==> config.mk <==
export PLATFORM = sky130hd
export DESIGN_NAME = npu_op_sequencer
export DESIGN_NICKNAME = d
export VERILOG_FILES = /design/src/rtl/npu_pkg.sv /design/src/rtl/npu_op_fifo.sv /design/src/rtl/npu_op_sequencer.sv
export SDC_FILE = /design/constraint.sdc
export NUM_CORES = 1
export LEC_CHECK = 0
export ABC_CLOCK_PERIOD_IN_PS = 8400
export BUFFER_PORTS_ARGS = -buffer_cell sky130_fd_sc_hd__buf_2
export CORE_MARGIN = 1
export CORE_UTILIZATION = 26
export DETAILED_ROUTE_END_ITERATION = 8
export HOLD_SLACK_MARGIN = 0.15
export PLACE_DENSITY_LB_ADDON = 0.2
export SETUP_SLACK_MARGIN = 0.02
export SYNTH_ARGS = -nofsm -noshare
export SYNTH_HDL_FRONTEND = slang
export SYNTH_SLANG_ARGS = --single-unit
export TNS_END_PERCENT = 5
==> constraint.sdc <==
create_clock -name clkext -period 8.4 [get_ports clkext]
set_input_delay 2.1 -clock clkext [delete_from_list [all_inputs] [get_ports clkext]]
set_output_delay 2.1 -clock clkext [all_outputs]
set_load 0.05 [all_outputs]
==> src/rtl/npu_pkg.sv <==
// Shared types and field layout for the NPU operand sequencer.
// Queue word layout is {SSFR[55:40], BIAS, DD, DC, DB, DA}.
package npu_pkg;

  localparam int OP_W     = 40;
  localparam int QW       = 56;
  localparam int DA_LSB   = 0;
  localparam int DB_LSB   = 8;
  localparam int DC_LSB   = 16;
  localparam int DD_LSB   = 24;
  localparam int BIAS_LSB = 32;
  localparam int SSFR_LSB = 40;

  typedef enum logic [1:0] {
    S_IDLE      = 2'd0,
    S_ISSUE     = 2'd1,
    S_WAIT_DONE = 2'd2,
    S_CAPTURE   = 2'd3
  } state_t;

  function automatic logic [7:0] field8(input logic [QW-1:0] word, input int lsb);
    return word[lsb +: 8];
  endfunction

endpackage

==> src/rtl/npu_op_fifo.sv <==
// Synchronous FIFO with first-word-fall-through head; holds queued operand sets.
// Pushes while full and pops while empty are ignored.
module npu_op_fifo #(
  parameter int DEPTH = 8,
  parameter int W     = 56
) (
  input  logic                     clk,
  input  logic                     rst_n,
  input  logic                     push,
  input  logic                     pop,
  input  logic [W-1:0]             din,
  output logic [W-1:0]             dout,
  output logic [$clog2(DEPTH):0]   count,
  output logic                     full,
  output logic                     empty
);

  localparam int AW = $clog2(DEPTH);
  localparam int CW = AW + 1;

  logic [W-1:0]  mem [DEPTH];
  logic [AW-1:0] wr_ptr;
  logic [AW-1:0] rd_ptr;
  logic          push_ok;
  logic          pop_ok;

  assign full    = (count == CW'(DEPTH));
  assign empty   = (count == '0);
  assign push_ok = push && !full;
  assign pop_ok  = pop && !empty;
  assign dout    = mem[rd_ptr];

  // NOTE: the storage array is deliberately not reset; an entry is always written before the count exposes it.
  always_ff @(posedge clk) begin
    if (push_ok) mem[wr_ptr] <= din;
  end

  always_ff @(posedge clk) begin
    if (!rst_n) begin
      wr_ptr <= '0;
      rd_ptr <= '0;
      count  <= '0;
    end else begin
      if (push_ok) wr_ptr <= wr_ptr + 1'b1;
      if (pop_ok)  rd_ptr <= rd_ptr + 1'b1;
      case ({push_ok, pop_ok})
        2'b10:   count <= count + 1'b1;
        2'b01:   count <= count - 1'b1;
        default: count <= count;
      endcase
    end
  end

endmodule

==> src/rtl/npu_op_sequencer.sv <==
// Host-side START/DONE initiator: queues operand sets, issues one at a time to the
// NPU core, captures the result and returns it over a valid/ready port.
module npu_op_sequencer import npu_pkg::*; #(
  parameter int DEPTH   = 8,
  parameter int TIMEOUT = 255
) (
  input  logic                   clkext,
  input  logic                   rst_glo,
  input  logic                   op_valid,
  output logic                   op_ready,
  input  logic [OP_W-1:0]        op_data,
  input  logic [15:0]            op_ssfr,
  output logic                   npu_start,
  output logic [7:0]             npu_da,
  output logic [7:0]             npu_db,
  output logic [7:0]             npu_dc,
  output logic [7:0]             npu_dd,
  output logic [7:0]             npu_bias,
  output logic [15:0]            npu_ssfr,
  input  logic                   npu_busy,
  input  logic                   npu_done,
  input  logic [7:0]             npu_dout,
  input  logic                   npu_fifo_full,
  output logic                   res_valid,
  input  logic                   res_ready,
  output logic [7:0]             res_data,
  output logic                   err_timeout,
  input  logic                   err_clr,
  output logic [$clog2(DEPTH):0] pending
);

  localparam int            TW         = $clog2(TIMEOUT + 1);
  localparam logic [TW-1:0] TIMER_LAST = TW'(TIMEOUT - 1);

  state_t        state;
  logic [TW-1:0] timer;
  logic [QW-1:0] head;
  logic          fifo_full;
  logic          fifo_empty;
  logic          push;
  logic          pop;
  logic          timeout_hit;
  logic          issue_ok;

  assign op_ready    = !fifo_full;
  assign push        = op_valid && op_ready;
  // DONE has priority over an expiring timer in the same cycle.
  assign timeout_hit = (state == S_WAIT_DONE) && !npu_done && (timer == TIMER_LAST);
  assign pop         = timeout_hit || ((state == S_CAPTURE) && res_valid && res_ready);
  assign issue_ok    = (state == S_IDLE) && !fifo_empty && !npu_busy && !npu_fifo_full && !res_valid;

  npu_op_fifo #(.DEPTH(DEPTH), .W(QW)) u_fifo (
    .clk   (clkext),
    .rst_n (rst_glo),
    .push  (push),
    .pop   (pop),
    .din   ({op_ssfr, op_data}),
    .dout  (head),
    .count (pending),
    .full  (fifo_full),
    .empty (fifo_empty)
  );

  // NOTE: reset is sampled on the clock edge, so it lives inside the clocked branch rather than the sensitivity list.
  always_ff @(posedge clkext) begin
    if (!rst_glo) begin
      state       <= S_IDLE;
      timer       <= '0;
      npu_start   <= 1'b0;
      npu_da      <= '0;
      npu_db      <= '0;
      npu_dc      <= '0;
      npu_dd      <= '0;
      npu_bias    <= '0;
      npu_ssfr    <= '0;
      res_valid   <= 1'b0;
      res_data    <= '0;
      err_timeout <= 1'b0;
    end else begin
      if (timeout_hit)  err_timeout <= 1'b1;
      else if (err_clr) err_timeout <= 1'b0;

      case (state)
        S_IDLE: begin
          if (issue_ok) begin
            npu_da    <= field8(head, DA_LSB);
            npu_db    <= field8(head, DB_LSB);
            npu_dc    <= field8(head, DC_LSB);
            npu_dd    <= field8(head, DD_LSB);
            npu_bias  <= field8(head, BIAS_LSB);
            npu_ssfr  <= head[SSFR_LSB +: 16];
            npu_start <= 1'b1;
            state     <= S_ISSUE;
          end
        end
        S_ISSUE: begin
          npu_start <= 1'b0;
          timer     <= '0;
          state     <= S_WAIT_DONE;
        end
        S_WAIT_DONE: begin
          timer <= timer + 1'b1;
          if (npu_done) begin
            res_data  <= npu_dout;
            res_valid <= 1'b1;
            state     <= S_CAPTURE;
          end else if (timer == TIMER_LAST) begin
            state <= S_IDLE;
          end
        end
        S_CAPTURE: begin
          if (res_ready) begin
            res_valid <= 1'b0;
            state     <= S_IDLE;
          end
        end
        default: state <= S_IDLE;
      endcase
    end
  end

endmodule

==> results.yml, run 1 <==
detailed_routing:
  wl_um: 45800
  routed-via-count: 9870
  vias_per_cell: 4.34
  first_pass_iters: 4
  wl_per_cell_um: 20.2
  route.detailed.drc: 0
  drt-initial-drc-count: 460
  ant_nets: 0
grt:
  grt.overflow.total: 0
  grt_max_degree: 105
  grt_pass1_vias: 10500
  grtUsageTotal: 0.117
  grt_pass1_wl_um: 68200
  antenna_found_initial: 9
sta:
  slew_violations: 0
  rsz0062_at_grt: "no"
  hold_viol: 0
  worst_slew_pin_slew_ps: 1080
  min_period_over_period: 0.492
  fin_worst_skew_ps: 49.8
  slew_headroom: 0.278
  tns_ps: 0
  period_needed_ps: 4140
  whs_ps: 460
  finalSetupViolCount: 0
  fmax_ghz: 0.242
setup_path:
  cp.required_ps: 6300
  slowest_stage: "or4b_2"
  critPathLaunchType: "flop"
  crit_type: "reg2out"
  arrival_ps: 2040
  cp_max_fo: 7
  path_cells: "or4b_2 -> buf_2"
  endpoint_kind: "output port"
  cpPeakStageDelay_ps: 770
die:
  coreArea_um2: 76300
  dieArea_um2: 78800
  die_h_um: 281
  start_util: 0.264
  fp.dieW_um: 281
  rows: 101
  ioPinCount: 144
placement:
  placed_area_um2: 22000
  dp.cells: 2161
  io_buffer_count: 143
  place_hpwl_um: 25100
  gp_congestion: 0.668
pwr:
  switching_power_mw: 1.29
  p_int_mw: 4.44
  p_per_area_nw_per_um2: 239
  p_leak_nw: 7.60
  vdd_drop_max_mv: 0.152
  power_mw: 5.73
  power.share.clock: 0.432
  seqPwrFrac: 0.518
  pwr-share-comb: 0.050
  switching_share: 0.225
layout:
  stdcell_count: 2273
  antenna_cells: 0
  final_area_um2: 23900
  layout_common_cells: "448 x edfxtp_1, 142 x buf_2, 112 x mux4_2, 84 x dfxtp_1, 65 x a21oi_1"
  final_common_cell: "edfxtp_1"
  finalNetCount: 1276
  drive_gt1_frac: 0.294
  areaGrowthSynthToFinish_pct: 18.5
clocking:
  root_buffer: "clkbuf_16"
  clock_latency_ps: 650
  path_clk_slew_ps: 60
  cts_buffer_depth: 3
  cts_resized: 0
  numCtsBuffers: 59
  cts_hold_buf: 0
  cts_setup_buffers: 0
  htreeDepth: 2
  cts_tree: "yes"
  clock_sinks: 535
synth:
  yosys_register_bits: 535
  yosysSeqAreaShare: 0.753
  syn_nets: 1120
  synthArstFlopShare: 0
  yosysUniqueCellTypes: 43
  syn-cell-area_um2: 20200
  syn_avg_cell_area_um2: 19.5
  synth_edf_count: 448
  yosys_warnings: 0
  syn_inst: 1036
  synth_flop_cell: "edfxtp_1"
outcome:
  status: "complete, no violations"
hold_path:
  worstHoldPathType: "reg2reg"
job:
  cap_violations: 0
==> stage by stage <==
stage,util,worst slack [ps]
3_3_place_gp,0.289,3830
4_1_cts,0.313,4210
6_report,0.313,4260
3_5_place_dp,0.289,3850
2_1_floorplan,-,1490
5_1_grt,0.313,4180
==> area by class of cell <==
type / instances / area (µm²)
Sequential cell: 535 / 15200
Inverter: 6 / 22.5
Clock inverter: 20 / 201
Clock buffer: 92 / 1680
Tap cell: 1030 / 1290
Timing Repair Buffer: 155 / 821
Multi-Input combinational cell: 435 / 4700
Fill cell: 7451 / 52400
==> final timing paths <==
check	startpoint	to	slack, ps	depth (start not counted)
max	u_fifo.count[0]	op_ready	4260	2
min	npu_start	npu_start	460	2
max reg2reg	state[0]	u_fifo.count[2]	5230	12
min reg2reg	npu_start	npu_start	460	2
==> power by group through the flow <==
stage          combinational, mW  clock (mW)  sequential, mW
2_1_floorplan              0.112           0            3.10
3_3_place_gp               0.292           0            3.02
3_5_place_dp               0.296           0            3.02
4_1_cts                    0.296        2.56            2.97
5_1_grt                    0.313        2.66            2.97
6_report                   0.287        2.47            2.97
==> flip-flops by register name, indices dropped and copies added (netlist names), 2 cells and up <==
name and flops:
npu_bias 8, npu_da 8, npu_db 8, npu_dc 8, npu_dd 8, npu_ssfr 16
res_data 8, state 2, timer 8, u_fifo.count 4, u_fifo.mem 448, u_fifo.rd_ptr 3
u_fifo.wr_ptr 3
==> per-layer routing <==
metal / GRT usage / up-vias / part of all wire
li1: - / 4505 / -
met2: 0.204 / 193 / 0.50
met3: 0.0248 / 78 / 0.044
met5: 0 / - / 0.00092
met4: 0.0317 / 8 / 0.020
met1: 0.145 / 5086 / 0.43
==> logic make-up after synthesis <==
logic type,after synthesis,share of synthesized area
buffers and inverters,66,0.0169
xor gates and xnor gates,9,0.00391
DFF,535,0.753
adders and majority gates,12,0.00744
muxes,173,0.155
AOI/OAI and AO/OA,150,0.0405
and+or+nand+nor,91,0.0232
==> cell usage after synthesis, drive strengths merged (2+ instances only) <==
cell type	n	share of area
a21boi	11	0.0041
a21oi	65	0.016
and2	4	0.0012
and3	3	0.0012
buf	26	0.0095
clkbuf	34	0.0063
dfxtp	87	0.086
edfxtp	448	0.67
ha	12	0.0074
inv	6	0.0011
mux2i	61	0.030
mux4	112	0.12
nand2	25	0.0046
nand2b	7	0.0022
nand3	14	0.0035
nand4	4	0.0012
nor2	15	0.0028
nor2b	3	0.00093
nor3	3	0.00074
o21ai	65	0.016
o22ai	2	0.00062
o31ai	2	0.00074
or2	2	0.00062
or3	4	0.0012
xnor2	3	0.0013
xor2	6	0.0026
==> worst max-delay path, delay by kind of cell (launching register included) <==
kind	cells	cell delay [ps]
simple gates	1	770
flops	1	380
buf+inv	1	260
Note: power is estimated with default switching activity, not from simulation.
==> run 2, diff against run 1 <==
ABC_CLOCK_PERIOD_IN_PS = 4200   (was 8400)
clock period = 4.2 ns   (was 8.4 ns; I/O delays follow)
==> run 2 against run 1 <==
Net effect:
- critical path depth grew 10
- total power grew 110%
- sequential cell count is the same
- highest routed layer unchanged
- sequential share of layout area shrank 0.90 points
- via count grew 0.70%
- count of clock-buffer cells in the layout shrank 18
- clock power grew 120%
- first-iteration DRC count grew 22%
- worst hold slack gained 2.4 ps
- clock skew shrank 25 ps
- setup slack lost 3200 ps
- core utilization grew 0.45 points
==> results.yml, run 2 (synthesized netlist as in run 1, its figures left out) <==
clocking:
  htreeDepth: 2
  clock_sinks: 535
  cts_hold_buf: 0
  cts_resized: 0
  cts_buffer_depth: 3
  cts_tree: "yes"
  clock_latency_ps: 620
  cts_setup_buffers: 0
  numCtsBuffers: 59
  path_clk_slew_ps: 60
  root_buffer: "clkbuf_16"
die:
  coreArea_um2: 76300
  ioPinCount: 144
  fp.dieW_um: 281
  rows: 101
  start_util: 0.264
  dieArea_um2: 78800
  die_h_um: 281
grt:
  antenna_found_initial: 14
  busiest_layer: "met2"
  grt_max_degree: 75
  use_met1: 0.157
  grtUsageTotal: 0.119
  grt_pass1_vias: 10600
  grt.overflow.total: 0
  use_met3: 0.0371
  grt_pass1_wl_um: 69300
  use_met2: 0.189
layout:
  reg.largest.list: "u_fifo.mem: 448 flops, npu_ssfr: 16 flops"
  final_core_util: 0.318
  layout_common_cells: "448 x edfxtp_1, 142 x buf_2, 112 x mux4_2, 84 x dfxtp_1, 65 x a21oi_1"
  fillers: 7433
  multiInputGateArea_um2: 4720
  regMostFlops: "u_fifo.mem"
  areaGrowthSynthToFinish_pct: 20.2
  register_area_um2: 15200
  stdcell_count: 2282
  final_common_cell: "edfxtp_1"
  drive_gt1_frac: 0.309
  finalNetCount: 1286
  largest_reg_flops: 448
pwr:
  p_per_area_nw_per_um2: 488
  p_leak_nw: 7.77
  vdd_drop_max_mv: 0.306
setup_path:
  critPathLaunchType: "flop"
  crit_type: "reg2reg"
  arrival_ps: 3680
  cp_max_fo: 14
  rr_startpoint: "state[0]"
  cp-startpoint: "state[0]"
  endpoint_kind: "flop"
  ff2ff_setup_slack_ps: 1060
  cp.required_ps: 4740
sta:
  worst_slew_pin_slew_ps: 907
  min_period_over_period: 0.747
  fin_worst_skew_ps: 24.6
  period_needed_ps: 3140
  finalSetupViolCount: 0
  tns_ps: 0
  fmax_ghz: 0.319
  hold_viol: 0
  slew_headroom: 0.395
  slew_violations: 0
  rsz0062_at_grt: "no"
placement:
  place_hpwl_um: 25200
  gp_congestion: 0.694
  io_buffer_count: 143
  dp.cells: 2171
job:
  cap_violations: 0
detailed_routing:
  vias_per_cell: 4.36
  routed-via-count: 9939
  wl_per_cell_um: 20.4
  ant_nets: 0
  route.detailed.drc: 0
  first_pass_iters: 5
  wl_um: 46600
  drt-initial-drc-count: 563
hold_path:
  worstHoldPathType: "reg2reg"
  min_from: "res_data[2]"
outcome:
  status: "complete, no violations"
run 2: final timing paths:
kind | to | cells past startpoint
setup / recovery | u_fifo.count[2] | 12
hold / removal | res_data[2] | 2
setup reg to reg | u_fifo.count[2] | 12
hold reg to reg | res_data[2] | 2
run 2: report_power, final:
part           total [mW]  leakage [nW]  internal [mW]  switching [mW]
Sequential           5.93          4.78           5.88          0.0502
Clock                5.33         0.996           3.20            2.13
Combinational       0.583          1.99          0.168           0.415
Total                11.8          7.77           9.25            2.59
run 2: routing by layer:
| layer | vias up | share of wire |
|---|---|---|
| met5 | - | 0.0025 |
| met1 | 5114 | 0.45 |
| met3 | 91 | 0.060 |
| met2 | 183 | 0.46 |
| li1 | 4529 | - |
| met4 | 22 | 0.021 |
run 2: metrics by stage:
step	setup slack (ps)	cell area, µm²	hold slack [ps]	power [mW]
global route	758	24300	491	12.3
CTS	1050	24300	466	12.1
floorplan	-693	20200	459	6.41
finish	1060	24300	462	11.8
global placement	732	22200	449	6.63
detailed placement	756	22200	457	6.64
run 2: final cells by class:
type	instances	area share
clock inverter	36	0.0172
timing repair buffer	165	0.0416
sequential	535	0.627
clock buffer	74	0.0661
tap	1030	0.0531
inverter	6	0.000928
multi-input combinational	435	0.194
antenna	1	0.000103
run 2: critical path, cell delays in order, from the launching register on:
cell and delay [ps]:
dfxtp_1 340, inv_1 130, ha_1 470, nand2b_1 220, o31ai_1 370, and2_1 270
ha_1 270, xor2_1 160, ha_1 150, a21oi_1 50, xor2_1 160, or3_1 300
a21boi_0 160
